[src/rtl/prog_loader.sv]
// Boot-time instruction-memory loader: takes a length-prefixed, checksummed byte
// stream and writes big-endian 16-bit words into instruction memory from address 0.
`timescale 1ns/1ps

module prog_loader #(
  parameter int ADDR_W = 15
) (
  input  logic              clk,
  input  logic              rst_n,
  input  logic              start,
  input  logic [7:0]        in_data,
  input  logic              in_valid,
  output logic              in_ready,
  output logic              mem_we,
  output logic [ADDR_W-1:0] mem_addr,
  output logic [15:0]       mem_wdata,
  output logic              cpu_hold,
  output logic              busy,
  output logic              done,
  output logic              error
);

  typedef enum logic [2:0] {
    S_IDLE,
    S_LEN_HI,
    S_LEN_LO,
    S_DAT_HI,
    S_DAT_LO,
    S_CHK,
    S_DONE,
    S_ERR
  } state_t;

  localparam logic [31:0] MAX_WORDS = 32'd1 << ADDR_W;

  state_t          state, state_nxt;
  logic            accept;
  logic [7:0]      len_hi;
  logic [ADDR_W:0] len;
  logic [ADDR_W:0] idx;
  logic [ADDR_W:0] idx_inc;
  logic [7:0]      hi_byte;
  logic [7:0]      sum;
  logic [15:0]     len_full;
  logic            len_ok;
  logic            last_word;
  logic            chk_ok;

  assign accept    = in_valid & in_ready;
  assign len_full  = {len_hi, in_data};
  // Index is one bit wider than the address so a full 2^ADDR_W program ends cleanly.
  assign len_ok    = (len_full != 16'd0) && ({16'd0, len_full} <= MAX_WORDS);
  assign idx_inc   = idx + 1'b1;
  assign last_word = (idx_inc == len);
  assign chk_ok    = (8'(sum + in_data) == 8'd0);
  assign busy      = in_ready;

  // NOTE: sequential state uses non-blocking assignments so every register samples
  // pre-edge values; blocking here would create order-dependent simulation races.
  always_ff @(posedge clk or negedge rst_n) begin
    if (!rst_n) state <= S_IDLE;
    else        state <= state_nxt;
  end

  // NOTE: every output of this block gets a default first, so no path leaves a
  // signal unassigned and no latch is inferred.
  always_comb begin
    state_nxt = state;
    in_ready  = 1'b0;
    unique case (state)
      S_IDLE, S_DONE, S_ERR: begin
        if (start) state_nxt = S_LEN_HI;
      end
      S_LEN_HI: begin
        in_ready = 1'b1;
        if (accept) state_nxt = S_LEN_LO;
      end
      S_LEN_LO: begin
        in_ready = 1'b1;
        if (accept) state_nxt = len_ok ? S_DAT_HI : S_ERR;
      end
      S_DAT_HI: begin
        in_ready = 1'b1;
        if (accept) state_nxt = S_DAT_LO;
      end
      S_DAT_LO: begin
        in_ready = 1'b1;
        if (accept) state_nxt = last_word ? S_CHK : S_DAT_HI;
      end
      S_CHK: begin
        in_ready = 1'b1;
        if (accept) state_nxt = chk_ok ? S_DONE : S_ERR;
      end
      default: state_nxt = S_IDLE;
    endcase
  end

  always_ff @(posedge clk or negedge rst_n) begin
    if (!rst_n) begin
      len_hi    <= '0;
      len       <= '0;
      idx       <= '0;
      hi_byte   <= '0;
      sum       <= '0;
      mem_we    <= 1'b0;
      mem_addr  <= '0;
      mem_wdata <= '0;
    end else begin
      mem_we <= 1'b0;
      unique case (state)
        S_IDLE, S_DONE, S_ERR: begin
          if (start) begin
            sum <= '0;
            idx <= '0;
          end
        end
        S_LEN_HI: if (accept) len_hi <= in_data;
        S_LEN_LO: if (accept) len <= (ADDR_W + 1)'(len_full);
        S_DAT_HI: begin
          if (accept) begin
            hi_byte <= in_data;
            sum     <= sum + in_data;
          end
        end
        S_DAT_LO: begin
          if (accept) begin
            mem_we    <= 1'b1;
            mem_addr  <= idx[ADDR_W-1:0];
            mem_wdata <= {hi_byte, in_data};
            sum       <= sum + in_data;
            idx       <= idx_inc;
          end
        end
        default: ;
      endcase
    end
  end

  // Status flags are registered from the next state so they settle one cycle
  // after the deciding byte and never glitch toward the CPU reset input.
  always_ff @(posedge clk or negedge rst_n) begin
    if (!rst_n) begin
      done     <= 1'b0;
      error    <= 1'b0;
      cpu_hold <= 1'b1;
    end else begin
      done     <= (state_nxt == S_DONE);
      error    <= (state_nxt == S_ERR);
      cpu_hold <= (state_nxt != S_DONE);
    end
  end

endmodule

[config.mk]
export PLATFORM = sky130hd
export DESIGN_NAME = prog_loader
export DESIGN_NICKNAME = d
export VERILOG_FILES = /design/src/rtl/prog_loader.sv
export SDC_FILE = /design/constraint.sdc
export NUM_CORES = 1
export LEC_CHECK = 0
export CORE_MARGIN = 2
export CORE_UTILIZATION = 50
export CTS_BUF_LIST = sky130_fd_sc_hd__clkbuf_8
export CTS_CLUSTER_SIZE = 40
export DETAILED_ROUTE_END_ITERATION = 7
export GPL_ROUTABILITY_DRIVEN = 0
export MAX_ROUTING_LAYER = met4
export PLACE_DENSITY = 0.83
export SKIP_CTS_REPAIR_TIMING = 1
export SYNTH_ARGS = -nofsm -noshare
export SYNTH_HDL_FRONTEND = slang
export SYNTH_SLANG_ARGS = --single-unit
[constraint.sdc]
create_clock -name clk -period 3.66 [get_ports clk]
set_clock_uncertainty 0.1 [all_clocks]
set_input_delay 1.098 -clock clk [delete_from_list [all_inputs] [get_ports clk]]
set_output_delay 1.098 -clock clk [all_outputs]
set_load 0.01 [all_outputs]
==> results.py, run 1 <==
metrics = {
    "synthesis": {
        "yosys_most_used_dff": "sky130_fd_sc_hd__dfrtp_1",
        "postSynthRegisterBits": 94,
        "synthesis.area_per_instance_um2": 9.93,
        "synth.top_cell.area_share_pct": 50.1,
        "synth_seq_area_share_pct": 50.6,
        "synthesis.nets": 489,
        "yosysUniqueCellTypes": 55,
        "synth_most_common_cell": "sky130_fd_sc_hd__nand2_1",
        "synth_area_leader_cell": "sky130_fd_sc_hd__dfrtp_1",
        "gate_count_post_synth": 468,
        "ys.warnings.count": 0,
        "synth.top_cells.by_area": "sky130_fd_sc_hd__dfrtp_1 50%, sky130_fd_sc_hd__nand2_1 9.4%, sky130_fd_sc_hd__mux2_2 8.0%",
        "synthTopCellsByCount": "116 x sky130_fd_sc_hd__nand2_1, 93 x sky130_fd_sc_hd__dfrtp_1, 33 x sky130_fd_sc_hd__mux2_2, 26 x sky130_fd_sc_hd__o21ai_0, 21 x sky130_fd_sc_hd__a21oi_1",
        "syn-cell-area_um2": 4650,
        "synth_edf_count": 0,
        "async_flop_share_pct": 100,
    },
    "grt": {
        "first_pass_grt_wire_length_mm": 17.6,
        "global_route.usage.total_pct": 22.9,
        "initial_antenna_violation_count": 0,
        "grt_start_max_net_pins": 51,
        "first_global_vias": 3614,
        "overflow": 0,
    },
    "critical_path": {
        "critical_path_required_ps": 3870,
        "cp_startpoint_kind": "primary input",
        "regToRegStartpoint": "idx[0]",
        "worstRegToRegCells": 8,
        "regToRegEndpoint": "state[2]",
        "cp.arrival_ps": 3610,
        "r2r_setup_slack_ps": 900,
        "timing.critical_path.to_type": "register",
        "timing_worst_setup_path_type": "in2reg",
        "cp_max_fo": 4,
    },
    "final_layout": {
        "synthToLayoutAreaGrowth_pct": 17.2,
        "finish.net_count": 537,
        "nFillCells": 778,
        "area_occupied_by_multi_input_gates_um2": 2160,
        "regArea_um2": 2350,
        "num_antenna_cells": 0,
        "drive_gt1_share_pct": 14.4,
    },
    "sta": {
        "timing.final.crit_share_pct": 93.1,
        "timing.final.hold_violations": 0,
        "rsz_0062_raised_after_global_routing": "no",
        "achievable-frequency_ghz": 0.294,
        "drv_slew": 0,
        "finalCriticalPeriod_ps": 3410,
        "timing.max_slew.rel_slack_pct": 22.6,
        "finalSetupTns_ps": 0,
        "timing_worst_slew_pin_value_ps": 1160,
        "timing.final.setup_violations": 0,
    },
    "route": {
        "wire_per_inst_um": 16.3,
        "antenna_violating_nets_post_route": 0,
        "dr_vias": 3619,
        "remaining_drc_errors": 0,
        "detail_route.vias_per_cell": 5.73,
        "first_pass_iters": 5,
        "drt-total-wl_mm": 10.3,
        "detail_route.iter0.violations": 218,
    },
    "clocking": {
        "cts_num_sinks": 94,
        "clock_path_buffers": 2,
        "numCtsBuffers": 9,
        "h-tree-depth": 3,
        "worst_setup_hold_path_clk_slew_ps": 100,
        "cts_tree": "done",
        "cts.root.buffer_cell": "sky130_fd_sc_hd__clkbuf_8",
        "clock_latency_ps": 370,
    },
    "pwr": {
        "p_total_w": 0.00371,
        "ir_worst_vdd_uv": 479,
        "pwr_density_cell_nw_per_um2": 680,
        "leakage_nw": 2.46,
    },
    "floorplanning": {
        "die_width_um": 100,
        "design.die.area_um2": 10100,
        "placeableCoreArea_um2": 9110,
        "die_height_um": 100,
        "ioPinCount": 49,
        "num_rows": 35,
        "initial_utilization_pct": 51.0,
    },
    "placement": {
        "hpwl_after_detailed_placement_mm": 7.08,
        "port_buffers": 48,
    },
    "worst_hold_path": {
        "min-delay-path-class": "reg2reg",
        "whs_endpoint": "mem_addr[10]",
        "min_from": "mem_addr[10]",
        "worst_hold_path.num_cells": 2,
    },
    "flow_run": {
        "drv.max_cap_violation_count": 0,
    },
    "outcome": {
        "run_status": "finished clean",
    },
}
## flip-flops by register name, indices dropped and copies added, names as in the netlist, 3 cells and up
name,count
len,16
mem_addr,15
idx,16
mem_wdata,16
sum,8
hi_byte,8
state,3
len_hi,8
## kinds of logic (layout without fill, tap and decap cells)
logic type,after synthesis,after routing,synth area share [%]
AOI/OAI and AO/OA,81,81,10.8
xor gates and xnor gates,34,34,6.40
adders and majority gates,9,9,2.58
buffers and inverters,30,83,2.85
DFF,94,94,50.6
muxes,34,34,8.21
and+or+nand+nor,186,186,18.5
## worst max-delay path by stage
stage               startpoint  endpoint  cells past startpoint
global placement    in_data[0]  cpu_hold                     10
detailed placement  in_data[0]  cpu_hold                     10
finish              in_data[0]  cpu_hold                     10
global route        in_data[0]  cpu_hold                     10
floorplan           in_data[0]  cpu_hold                      9
CTS                 in_data[0]  cpu_hold                     10
## worst max-delay path, cell delays in order
cell	delay, ps
sky130_fd_sc_hd__clkdlybuf4s50_1	440
sky130_fd_sc_hd__ha_1	250
sky130_fd_sc_hd__fa_1	400
sky130_fd_sc_hd__a21o_1	170
sky130_fd_sc_hd__a21oi_1	240
sky130_fd_sc_hd__o21bai_1	110
sky130_fd_sc_hd__a21oi_1	210
sky130_fd_sc_hd__xor2_1	220
sky130_fd_sc_hd__a31oi_1	160
sky130_fd_sc_hd__or2_2	320
## where the power goes
group / switching [W] / internal, W / total, W / leakage [nW]
Clock: 0.000408 / 0.000263 / 0.000671 / 0.0914
Sequential: 0.000297 / 0.00137 / 0.00167 / 1.21
Combinational: 0.000640 / 0.000729 / 0.00137 / 1.15
## per-stage QoR
step	hold WS (ps)	cells	setup slack (ps)	utilization (%)	instance area, um2
floorplan	333	468	572	-	4650
global placement	354	616	50.7	57.8	5260
detailed placement	361	616	-121	57.8	5260
CTS	385	632	280	59.8	5450
global route	401	632	123	59.8	5450
finish	380	632	254	59.8	5450
## cell usage in the layout, fill, tap and decap left out, types with 8 or more instances in the layout
cell type,netlist,layout
sky130_fd_sc_hd__a21oi_1,21,21
sky130_fd_sc_hd__buf_4,2,16
sky130_fd_sc_hd__clkbuf_8,0,9
sky130_fd_sc_hd__clkdlybuf4s50_1,0,47
sky130_fd_sc_hd__dfrtp_1,93,93
sky130_fd_sc_hd__ha_1,8,8
sky130_fd_sc_hd__mux2_2,33,33
sky130_fd_sc_hd__nand2_1,116,116
sky130_fd_sc_hd__nand3_1,10,10
sky130_fd_sc_hd__nor2_1,14,14
sky130_fd_sc_hd__o21ai_0,26,26
sky130_fd_sc_hd__xnor2_1,19,19
sky130_fd_sc_hd__xor2_1,15,15
## cell type report
| cell class | instances | area share, % |
|---|---|---|
| inverter | 4 | 0.275 |
| timing repair buffer | 63 | 10.8 |
| multi-input combinational | 344 | 39.7 |
| clock inverter | 7 | 1.22 |
| sequential | 94 | 43.2 |
| clock buffer | 9 | 2.27 |
| tap | 111 | 2.55 |
## per-layer routing
layer	share of wire, %	vias to the layer above	routed length [um]	global-route usage, %
li1	-	1703	-	-
met1	44	1783	4490	29.7
met2	50	116	5180	36.8
met3	4.5	17	461	2.92
met4	1.6	0	169	9.27
met5	0	-	0	-
Power figures use the tool's default switching activity.
==> run 2, diff against run 1 <==
clock period = 3.3 ns   (was 3.66 ns; I/O delays follow)
==> run 2 against run 1 <==
Sequential cell count unchanged. Via count increased by 0.66%. Global-route usage decreased by 0.11 points.
==> results.py, run 2 (synthesis gave the netlist of run 1 again) <==
metrics = {
    "pwr": {
        "ir_worst_vdd_uv": 555,
        "pwr_density_cell_nw_per_um2": 783,
        "cell_internal_pwr_w": 0.00288,
        "power.combinational.fraction_pct": 37.4,
        "power_switching_share_pct": 34.1,
        "switching_component_of_the_power_w": 0.00149,
        "seq_power_share_pct": 41.1,
        "leakage_nw": 2.53,
        "power_frac_clock_pct": 21.5,
    },
    "sta": {
        "finalCriticalPeriod_ps": 3210,
        "timing_worst_slew_pin_value_ps": 1190,
        "drv_slew": 0,
        "timing.final.crit_share_pct": 97.2,
        "timing.hold.ws_ps": 372,
        "rsz_0062_raised_after_global_routing": "no",
        "timing.max_slew.rel_slack_pct": 20.8,
        "timing.final.setup_violations": 0,
        "achievable-frequency_ghz": 0.312,
        "timing.final.hold_violations": 0,
    },
    "final_layout": {
        "reg.largest.list": "idx: 16 flops, len: 16 flops, mem_wdata: 16 flops",
        "nFillCells": 743,
        "drive_gt1_share_pct": 16.1,
        "stdcell_area_um2": 5590,
        "most-common-layout-cells": "116 x sky130_fd_sc_hd__nand2_1, 93 x sky130_fd_sc_hd__dfrtp_1, 47 x sky130_fd_sc_hd__clkdlybuf4s50_1",
        "num_antenna_cells": 0,
        "synthToLayoutAreaGrowth_pct": 20.3,
        "finish.net_count": 543,
        "most_common_cell_after_layout_fill_and_taps_aside": "sky130_fd_sc_hd__nand2_1",
    },
    "grt": {
        "overflow": 0,
        "first_global_vias": 3582,
        "global_route.usage.total_pct": 22.8,
        "first_pass_grt_wire_length_mm": 17.5,
        "grt_start_max_net_pins": 50,
        "initial_antenna_violation_count": 0,
    },
    "worst_hold_path": {
        "whs_endpoint": "mem_wdata[9]",
        "worst_hold_path.num_cells": 2,
        "min_from": "hi_byte[1]",
        "min-delay-path-class": "reg2reg",
    },
    "clocking": {
        "clock_latency_ps": 360,
        "cts_num_sinks": 94,
        "numCtsBuffers": 9,
        "cts.root.buffer_cell": "sky130_fd_sc_hd__clkbuf_8",
        "clock_path_buffers": 2,
        "cts_tree": "done",
        "worst_setup_hold_path_clk_slew_ps": 100,
        "h-tree-depth": 3,
    },
    "critical_path": {
        "r2r_setup_slack_ps": 600,
        "cp.arrival_ps": 3410,
        "worstRegToRegCells": 8,
        "cp_startpoint_kind": "primary input",
        "worst_setup_path_startpoint": "in_data[0]",
        "cp_max_fo": 4,
        "regToRegStartpoint": "idx[0]",
        "critical_path_required_ps": 3500,
        "timing.critical_path.to_type": "register",
        "regToRegEndpoint": "state[2]",
        "timing_worst_setup_path_type": "in2reg",
    },
    "route": {
        "detail_route.vias_per_cell": 5.71,
        "drt-total-wl_mm": 10.4,
        "dr_vias": 3643,
        "wire_per_inst_um": 16.3,
        "detail_route.iter0.violations": 202,
        "antenna_violating_nets_post_route": 0,
        "remaining_drc_errors": 0,
        "first_pass_iters": 5,
    },
    "floorplanning": {
        "die_width_um": 100,
        "ioPinCount": 49,
        "placeableCoreArea_um2": 9110,
        "num_rows": 35,
        "initial_utilization_pct": 51.0,
        "die_height_um": 100,
        "design.die.area_um2": 10100,
    },
    "flow_run": {
        "drv.max_cap_violation_count": 0,
    },
    "placement": {
        "port_buffers": 48,
        "placement.cell_area_um2": 5320,
        "hpwl_after_detailed_placement_mm": 7.02,
    },
    "outcome": {
        "run_status": "finished clean",
    },
}
==> run 2: cell types whose count changed in the layout (fill, tap and decap cells not counted), sizes merged <==
cell / before / now
clkinvlp: 2 / 0
clkinv: 2 / 1
buf: 16 / 22
bufinv: 0 / 3
==> run 2: cell type report <==
class	instances	area, um2	share of cell area, %
Clock buffer	9	124	2.22
Clock inverter	7	128	2.28
Inverter	4	15.0	0.269
Multi-Input combinational cell	344	2180	39.1
Sequential cell	94	2350	42.1
Tap cell	111	139	2.48
Timing Repair Buffer	69	648	11.6
==> run 2: layer usage <==
metal  up-vias  track usage [%]  share of wire (%)  wire length [um]
met1      1774             29.6                 43              4530
met3        20             4.32                5.2               538
met5         -                -                  0                 0
li1       1727                -                  -                 -
met2       122             36.4                 50              5200
met4         0             7.38                1.6               165
==> run 2: worst max-delay path by stage <==
stage | cells past startpoint | slack (ps) | to
after CTS | 9 | 60 | cpu_hold
after floorplan | 9 | 320 | cpu_hold
after global placement | 9 | -200 | cpu_hold
after global routing | 10 | 8 | cpu_hold
after detailed placement | 9 | -320 | cpu_hold
final | 10 | 90 | cpu_hold
==> run 2: power groups by stage <==
stage | Combinational [W] | Sequential, W | Clock [W]
3_5_place_dp | 0.00161 | 0.00181 | 0
3_3_place_gp | 0.00153 | 0.00179 | 0
6_report | 0.00164 | 0.00180 | 0.000943
4_1_cts | 0.00163 | 0.00179 | 0.000955
2_1_floorplan | 0.00102 | 0.00178 | 0
5_1_grt | 0.00180 | 0.00184 | 0.00101
==> run 2: stage by stage <==
stage               total power, W  util (%)  TNS, ps  worst slack (ps)  cells
finish                     0.00438      61.4        0              90.8    638
global route               0.00465      61.4        0              7.74    638
CTS                        0.00438      61.2        0              59.8    638
detailed placement         0.00342      58.4     -768              -322    622
global placement           0.00332      58.4     -346              -204    622
floorplan                  0.00280         -        0               320    468
==> run 2: critical path, stage by stage <==
cell	delay, ps
sky130_fd_sc_hd__clkdlybuf4s50_1	440
sky130_fd_sc_hd__ha_1	240
sky130_fd_sc_hd__fa_1	400
sky130_fd_sc_hd__a21o_1	190
sky130_fd_sc_hd__a21oi_2	190
sky130_fd_sc_hd__o21bai_1	90
sky130_fd_sc_hd__a21oi_1	160
sky130_fd_sc_hd__xor2_1	250
sky130_fd_sc_hd__a31oi_2	150
sky130_fd_sc_hd__or2_2	320
